===== src/rtl/vga_pkg.sv =====
// vga_pkg: 640x480@60 timing constants, coordinate width, rgb24 type and colour-bar table.
package vga_pkg;

  localparam int VGA_H_VISIBLE = 640;
  localparam int VGA_H_FRONT   = 16;
  localparam int VGA_H_SYNC    = 96;
  localparam int VGA_H_BACK    = 48;
  localparam int VGA_V_VISIBLE = 480;
  localparam int VGA_V_FRONT   = 10;
  localparam int VGA_V_SYNC    = 2;
  localparam int VGA_V_BACK    = 33;

  localparam int H_TOTAL = VGA_H_VISIBLE + VGA_H_FRONT + VGA_H_SYNC + VGA_H_BACK;
  localparam int V_TOTAL = VGA_V_VISIBLE + VGA_V_FRONT + VGA_V_SYNC + VGA_V_BACK;

  localparam int COORD_W = 10;
  localparam int BAR_W   = 80;

  typedef logic [23:0] rgb24;

  // White, yellow, cyan, green, magenta, red, blue, black from the left edge.
  localparam rgb24 BAR_TABLE [8] = '{
    24'hFFFFFF, 24'hFFFF00, 24'h00FFFF, 24'h00FF00,
    24'hFF00FF, 24'hFF0000, 24'h0000FF, 24'h000000
  };

endpackage


===== src/rtl/vga_test_pattern.sv =====
// vga_test_pattern: combinational column -> colour-bar lookup.
module vga_test_pattern
  import vga_pkg::*;
(
  input  logic [COORD_W-1:0] i_col,
  output rgb24               o_rgb
);

  logic [COORD_W-1:0] w_bar;

  assign w_bar = i_col / COORD_W'(BAR_W);
  assign o_rgb = (w_bar < COORD_W'(8)) ? BAR_TABLE[w_bar[2:0]] : 24'h000000;

endmodule


===== src/rtl/vga_sync_gen.sv =====
// vga_sync_gen: VGA timing counters, coordinate request stage and pin-aligned output stage.
// Build macro TEST_PATTERN_EN adds the pattern_sel input and an internal colour-bar source.
module vga_sync_gen
  import vga_pkg::*;
#(
  parameter int H_VISIBLE = VGA_H_VISIBLE,
  parameter int H_FRONT   = VGA_H_FRONT,
  parameter int H_SYNC    = VGA_H_SYNC,
  parameter int H_BACK    = VGA_H_BACK,
  parameter int V_VISIBLE = VGA_V_VISIBLE,
  parameter int V_FRONT   = VGA_V_FRONT,
  parameter int V_SYNC    = VGA_V_SYNC,
  parameter int V_BACK    = VGA_V_BACK
) (
  input  logic               CLOCK_25,
  input  logic               RESET_N,
  input  rgb24               pixel_in,
`ifdef TEST_PATTERN_EN
  input  logic               pattern_sel,
`endif
  output logic [COORD_W-1:0] pix_x,
  output logic [COORD_W-1:0] pix_y,
  output logic               pix_req,
  output logic               frame_start,
  output logic               VGA_CLK,
  output logic               VGA_HS,
  output logic               VGA_VS,
  output logic               VGA_BLANK_N,
  output logic [7:0]         VGA_R,
  output logic [7:0]         VGA_G,
  output logic [7:0]         VGA_B
);

  localparam int H_TOT = H_VISIBLE + H_FRONT + H_SYNC + H_BACK;
  localparam int V_TOT = V_VISIBLE + V_FRONT + V_SYNC + V_BACK;

  localparam logic [COORD_W-1:0] H_LAST   = COORD_W'(H_TOT - 1);
  localparam logic [COORD_W-1:0] V_LAST   = COORD_W'(V_TOT - 1);
  localparam logic [COORD_W-1:0] H_VIS_C  = COORD_W'(H_VISIBLE);
  localparam logic [COORD_W-1:0] V_VIS_C  = COORD_W'(V_VISIBLE);
  localparam logic [COORD_W-1:0] HS_START = COORD_W'(H_VISIBLE + H_FRONT);
  localparam logic [COORD_W-1:0] HS_END   = COORD_W'(H_VISIBLE + H_FRONT + H_SYNC);
  localparam logic [COORD_W-1:0] VS_START = COORD_W'(V_VISIBLE + V_FRONT);
  localparam logic [COORD_W-1:0] VS_END   = COORD_W'(V_VISIBLE + V_FRONT + V_SYNC);

  logic [COORD_W-1:0] r_h_cnt;
  logic [COORD_W-1:0] r_v_cnt;
  logic [COORD_W-1:0] r_pix_x;
  logic [COORD_W-1:0] r_pix_y;
  logic               r_pix_req;
  logic               r_frame_start;
  logic               r_hs1;
  logic               r_vs1;
  logic               r_hs2;
  logic               r_vs2;
  logic               r_blank_n2;
  rgb24               r_rgb;
  rgb24               w_rgb_src;

  always_ff @(posedge CLOCK_25 or negedge RESET_N) begin
    if (!RESET_N) begin
      r_h_cnt <= '0;
      r_v_cnt <= '0;
    end else if (r_h_cnt == H_LAST) begin
      r_h_cnt <= '0;
      r_v_cnt <= (r_v_cnt == V_LAST) ? '0 : r_v_cnt + 1'b1;
    end else begin
      r_h_cnt <= r_h_cnt + 1'b1;
    end
  end

  // Request stage: coordinates go upstream one cycle before the pins need the colour.
  always_ff @(posedge CLOCK_25 or negedge RESET_N) begin
    if (!RESET_N) begin
      r_pix_x       <= '0;
      r_pix_y       <= '0;
      r_pix_req     <= 1'b0;
      r_frame_start <= 1'b0;
      r_hs1         <= 1'b1;
      r_vs1         <= 1'b1;
    end else begin
      r_pix_x       <= r_h_cnt;
      r_pix_y       <= r_v_cnt;
      r_pix_req     <= (r_h_cnt < H_VIS_C) && (r_v_cnt < V_VIS_C);
      r_frame_start <= (r_h_cnt == '0) && (r_v_cnt == '0);
      r_hs1         <= !((r_h_cnt >= HS_START) && (r_h_cnt < HS_END));
      r_vs1         <= !((r_v_cnt >= VS_START) && (r_v_cnt < VS_END));
    end
  end

`ifdef TEST_PATTERN_EN
  rgb24 w_bar_rgb;

  vga_test_pattern u_test_pattern (
    .i_col (r_pix_x),
    .o_rgb (w_bar_rgb)
  );

  assign w_rgb_src = pattern_sel ? w_bar_rgb : pixel_in;
`else
  assign w_rgb_src = pixel_in;
`endif

  // Output stage: the blank qualifier masks the colour so an undriven pixel_in never reaches the DAC.
  always_ff @(posedge CLOCK_25 or negedge RESET_N) begin
    if (!RESET_N) begin
      r_hs2      <= 1'b1;
      r_vs2      <= 1'b1;
      r_blank_n2 <= 1'b0;
      r_rgb      <= '0;
    end else begin
      r_hs2      <= r_hs1;
      r_vs2      <= r_vs1;
      r_blank_n2 <= r_pix_req;
      r_rgb      <= r_pix_req ? w_rgb_src : 24'h000000;
    end
  end

  assign pix_x       = r_pix_x;
  assign pix_y       = r_pix_y;
  assign pix_req     = r_pix_req;
  assign frame_start = r_frame_start;
  assign VGA_CLK     = CLOCK_25;
  assign VGA_HS      = r_hs2;
  assign VGA_VS      = r_vs2;
  assign VGA_BLANK_N = r_blank_n2;
  assign VGA_R       = r_rgb[23:16];
  assign VGA_G       = r_rgb[15:8];
  assign VGA_B       = r_rgb[7:0];

endmodule


===== config.mk =====
export PLATFORM = sky130hd
export DESIGN_NAME = vga_sync_gen
export DESIGN_NICKNAME = d
export VERILOG_FILES = /design/src/rtl/vga_pkg.sv /design/src/rtl/vga_test_pattern.sv /design/src/rtl/vga_sync_gen.sv
export SDC_FILE = /design/constraint.sdc
export NUM_CORES = 1
export LEC_CHECK = 0
export ABC_AREA = 0
export BUFFER_PORTS_ARGS = -buffer_cell sky130_fd_sc_hd__buf_2
export CORE_MARGIN = 2
export CORE_UTILIZATION = 45
export DETAILED_ROUTE_END_ITERATION = 16
export PLACE_DENSITY = 0.79
export SLEW_MARGIN = 30
export SYNTH_ARGS = -nofsm -noshare
export SYNTH_HDL_FRONTEND = slang
export SYNTH_SLANG_ARGS = --single-unit

===== constraint.sdc =====
create_clock -name CLOCK_25 -period 2.7 [get_ports CLOCK_25]
set_clock_uncertainty 0.1 [all_clocks]
set_input_delay 0.54 -clock CLOCK_25 [delete_from_list [all_inputs] [get_ports CLOCK_25]]
set_output_delay 0.54 -clock CLOCK_25 [all_outputs]
set_load 0.01 [all_outputs]

==> metrics <==
run status completed; worst hold margin 5.22 ps; total leakage power 1.61 nW; placed cells 330; r2r startpoint r_h_cnt[0]; clock tree from TritonCTS yes; share of post-route cells with drive strength above 1 38.3%; cell area after synthesis 2570 sq um; max-cap check violation count 0; arrival time of data at the critical path endpoint 1700 ps; number of setup violations in the final report 0; maximum number of pins on one net before global-route repair 33; violation count after the first detailed-route iteration 90; number of cells in the finished layout apart from fillers 349; vias in the first global route 1,630; number of nets with antenna violations after detailed routing 0; # diodes 0; final WL 4800 um; horizontal die dimension 79.6 um; end of the worst register-to-register path r_v_cnt[9]; Relative slew margins 59.4%; total I/O pin count 76; top library cells by usage in the layout, fill and taps aside 75 x sky130_fd_sc_hd__buf_2, 67 x sky130_fd_sc_hd__dfrtp_1, 27 x sky130_fd_sc_hd__and2_1; sequential cell area 1780 sq um; filler cell count in the final layout 427; Post-CTS Hold Buffers 0; unrepaired setup endpoints after global routing no; Layout Utilization 58.4%; data required time at the worst endpoint 2060 ps; share of the synthesized area in the top cell type 65.1%; via count of the routed design 1,691; Worst setup EP type output pin; number of register bits inferred by synthesis 71; first-pass GRT wire length 7750 um; startpoint type of the worst setup path clock port; post-synth cell types 37; Setup TNS 0 ps; maximum fanout along the worst path 2; clock latency of the later-clocked register in the worst-skew pair 440 ps; wire per inst 13.8 um; syn avg cell area 13.7 sq um; warning count from the yosys run 0; dominant cells by area after synthesis sky130_fd_sc_hd__dfrtp_1 65%, sky130_fd_sc_hd__and2_1 6.6%, sky130_fd_sc_hd__dfstp_2 4.1%; area of the placeable core 5510 sq um; Die Footprint 6340 sq um; routability congestion estimate from global placement 0.812; flop2flop setup slack 770 ps; Post CTS Setup Buffer Count 0; Mapped Nets 218; area of combinational cells with multiple inputs 724 sq um; placed wire-length estimate after detailed placement 3410 um; number of hold violations in the final report 0; R2R depth 5; site row count 27; cells after synthesis 188; Worst VDD drop 0.301 mV; input/output buffers 75; library cell occupying the most area in the post-synthesis netlist sky130_fd_sc_hd__dfrtp_1; total congestion overflow after global routing 0; most common cell after layout, fill and taps aside sky130_fd_sc_hd__buf_2; slew at the pin closest to its max-slew limit 610 ps; count of unresolved DRC violations after routing 0; detailed-router iteration count before antenna repair 4; ratio of routed vias to standard cells 4.85; clock slew at the register clock pins of the worst setup and hold paths 70 ps; initial core utilization 46.8%; max-slew violation total from the final report 0; category of the most critical setup path clk -> out; cts repair resizes 0; sequential cell area fraction in the yosys report 69.2%; Tightest Hold Check Type in -> async; number of antenna violations at the first check in global routing 0; GRT Util Overall 16.8%; vertical die dimension 79.6 um; Net count, final 302; PD cells 617 nW/um^2; Layout area overhead 24.9%
state kept, by name, indices dropped and copies added, names as in the netlist:
signal	cells
r_h_cnt	10
r_vs1	1
r_rgb	24
r_hs1	1
r_v_cnt	10
pix_y	10
VGA_VS	1
pix_req	1
frame_start	1
VGA_BLANK_N	1
VGA_HS	1
pix_x	10
synthesized netlist by cell type:
master	n
sky130_fd_sc_hd__nand2_1	4
sky130_fd_sc_hd__o21ba_2	1
sky130_fd_sc_hd__buf_6	2
sky130_fd_sc_hd__and4_1	1
sky130_fd_sc_hd__nand4_1	8
sky130_fd_sc_hd__and3_1	4
sky130_fd_sc_hd__nor2b_1	2
sky130_fd_sc_hd__o21ai_0	2
sky130_fd_sc_hd__o21a_1	2
sky130_fd_sc_hd__nor3_1	2
sky130_fd_sc_hd__nor4_1	5
sky130_fd_sc_hd__a2bb2oi_1	1
sky130_fd_sc_hd__nand3_4	1
sky130_fd_sc_hd__xnor2_1	5
sky130_fd_sc_hd__o31ai_1	3
sky130_fd_sc_hd__a31oi_1	1
sky130_fd_sc_hd__nor2_1	8
sky130_fd_sc_hd__nand3_1	6
sky130_fd_sc_hd__mux2_2	2
sky130_fd_sc_hd__and2_1	27
sky130_fd_sc_hd__xor2_1	5
sky130_fd_sc_hd__and2_2	1
sky130_fd_sc_hd__and3_2	1
sky130_fd_sc_hd__a21boi_0	1
sky130_fd_sc_hd__buf_4	2
sky130_fd_sc_hd__a21oi_1	3
sky130_fd_sc_hd__inv_1	5
sky130_fd_sc_hd__nor4b_4	1
sky130_fd_sc_hd__a22o_2	1
sky130_fd_sc_hd__dfrtp_1	67
sky130_fd_sc_hd__or3_2	1
sky130_fd_sc_hd__buf_2	1
sky130_fd_sc_hd__dfstp_2	4
sky130_fd_sc_hd__nand2b_1	1
sky130_fd_sc_hd__ha_1	4
sky130_fd_sc_hd__or4_1	1
sky130_fd_sc_hd__clkbuf_1	2
layout make-up:
class                      instances  share of cell area [%]
sequential                        71                    55.4
clock buffer                      16                    5.64
tap                               72                    2.80
clock inverter                     4                   0.700
timing repair buffer              76                    12.4
multi-input combinational        105                    22.5
inverter                           5                   0.583
critical path: stages:
cell and delay [ps]:
sky130_fd_sc_hd__clkbuf_8 110, sky130_fd_sc_hd__clkbuf_8 110, sky130_fd_sc_hd__buf_2 130
through the flow:
stage / worst slack, ps / cell area [sq um] / total power, mW
floorplan: 591 / 2570 / 1.16
global placement: 595 / 3020 / 1.21
detailed placement: 595 / 3020 / 1.21
CTS: 355 / 3220 / 2.02
global route: 351 / 3220 / 2.08
finish: 359 / 3220 / 1.98
metal layers:
metal	up-vias	track usage [%]	share of wire [%]
met5	-	0	0
met4	0	12.9	2.6
met3	10	5.66	10
met2	80	25.0	45
met1	790	20.0	42
li1	811	-	-
worst max-delay path by stage:
stage | start | to | slack [ps]
floorplan | CLOCK_25 | VGA_CLK | 590
global placement | CLOCK_25 | VGA_CLK | 600
detailed placement | CLOCK_25 | VGA_CLK | 600
CTS | CLOCK_25 | VGA_CLK | 350
global route | CLOCK_25 | VGA_CLK | 350
finish | CLOCK_25 | VGA_CLK | 360
report_power, final:
| group | leakage (nW) | internal (mW) | switching, mW |
|---|---|---|---|
| Sequential | 0.888 | 1.08 | 0.00474 |
| Clock | 0.106 | 0.433 | 0.383 |
| Combinational | 0.614 | 0.0377 | 0.0444 |
| Total | 1.61 | 1.55 | 0.432 |
kinds of logic (layout without fill, tap and decap cells):
| group | after synthesis | in the layout | share of synthesized area, % |
|---|---|---|---|
| AOI/OAI and AO/OA | 15 | 15 | 4.08 |
| xor gates and xnor gates | 10 | 10 | 3.40 |
| adders and majority gates | 4 | 4 | 1.94 |
| buffers and inverters | 12 | 101 | 2.67 |
| DFF | 71 | 71 | 69.2 |
| muxes | 2 | 2 | 0.875 |
| and+or+nand+nor | 74 | 74 | 17.8 |
No activity file was read; power rests on OpenSTA's default activity.
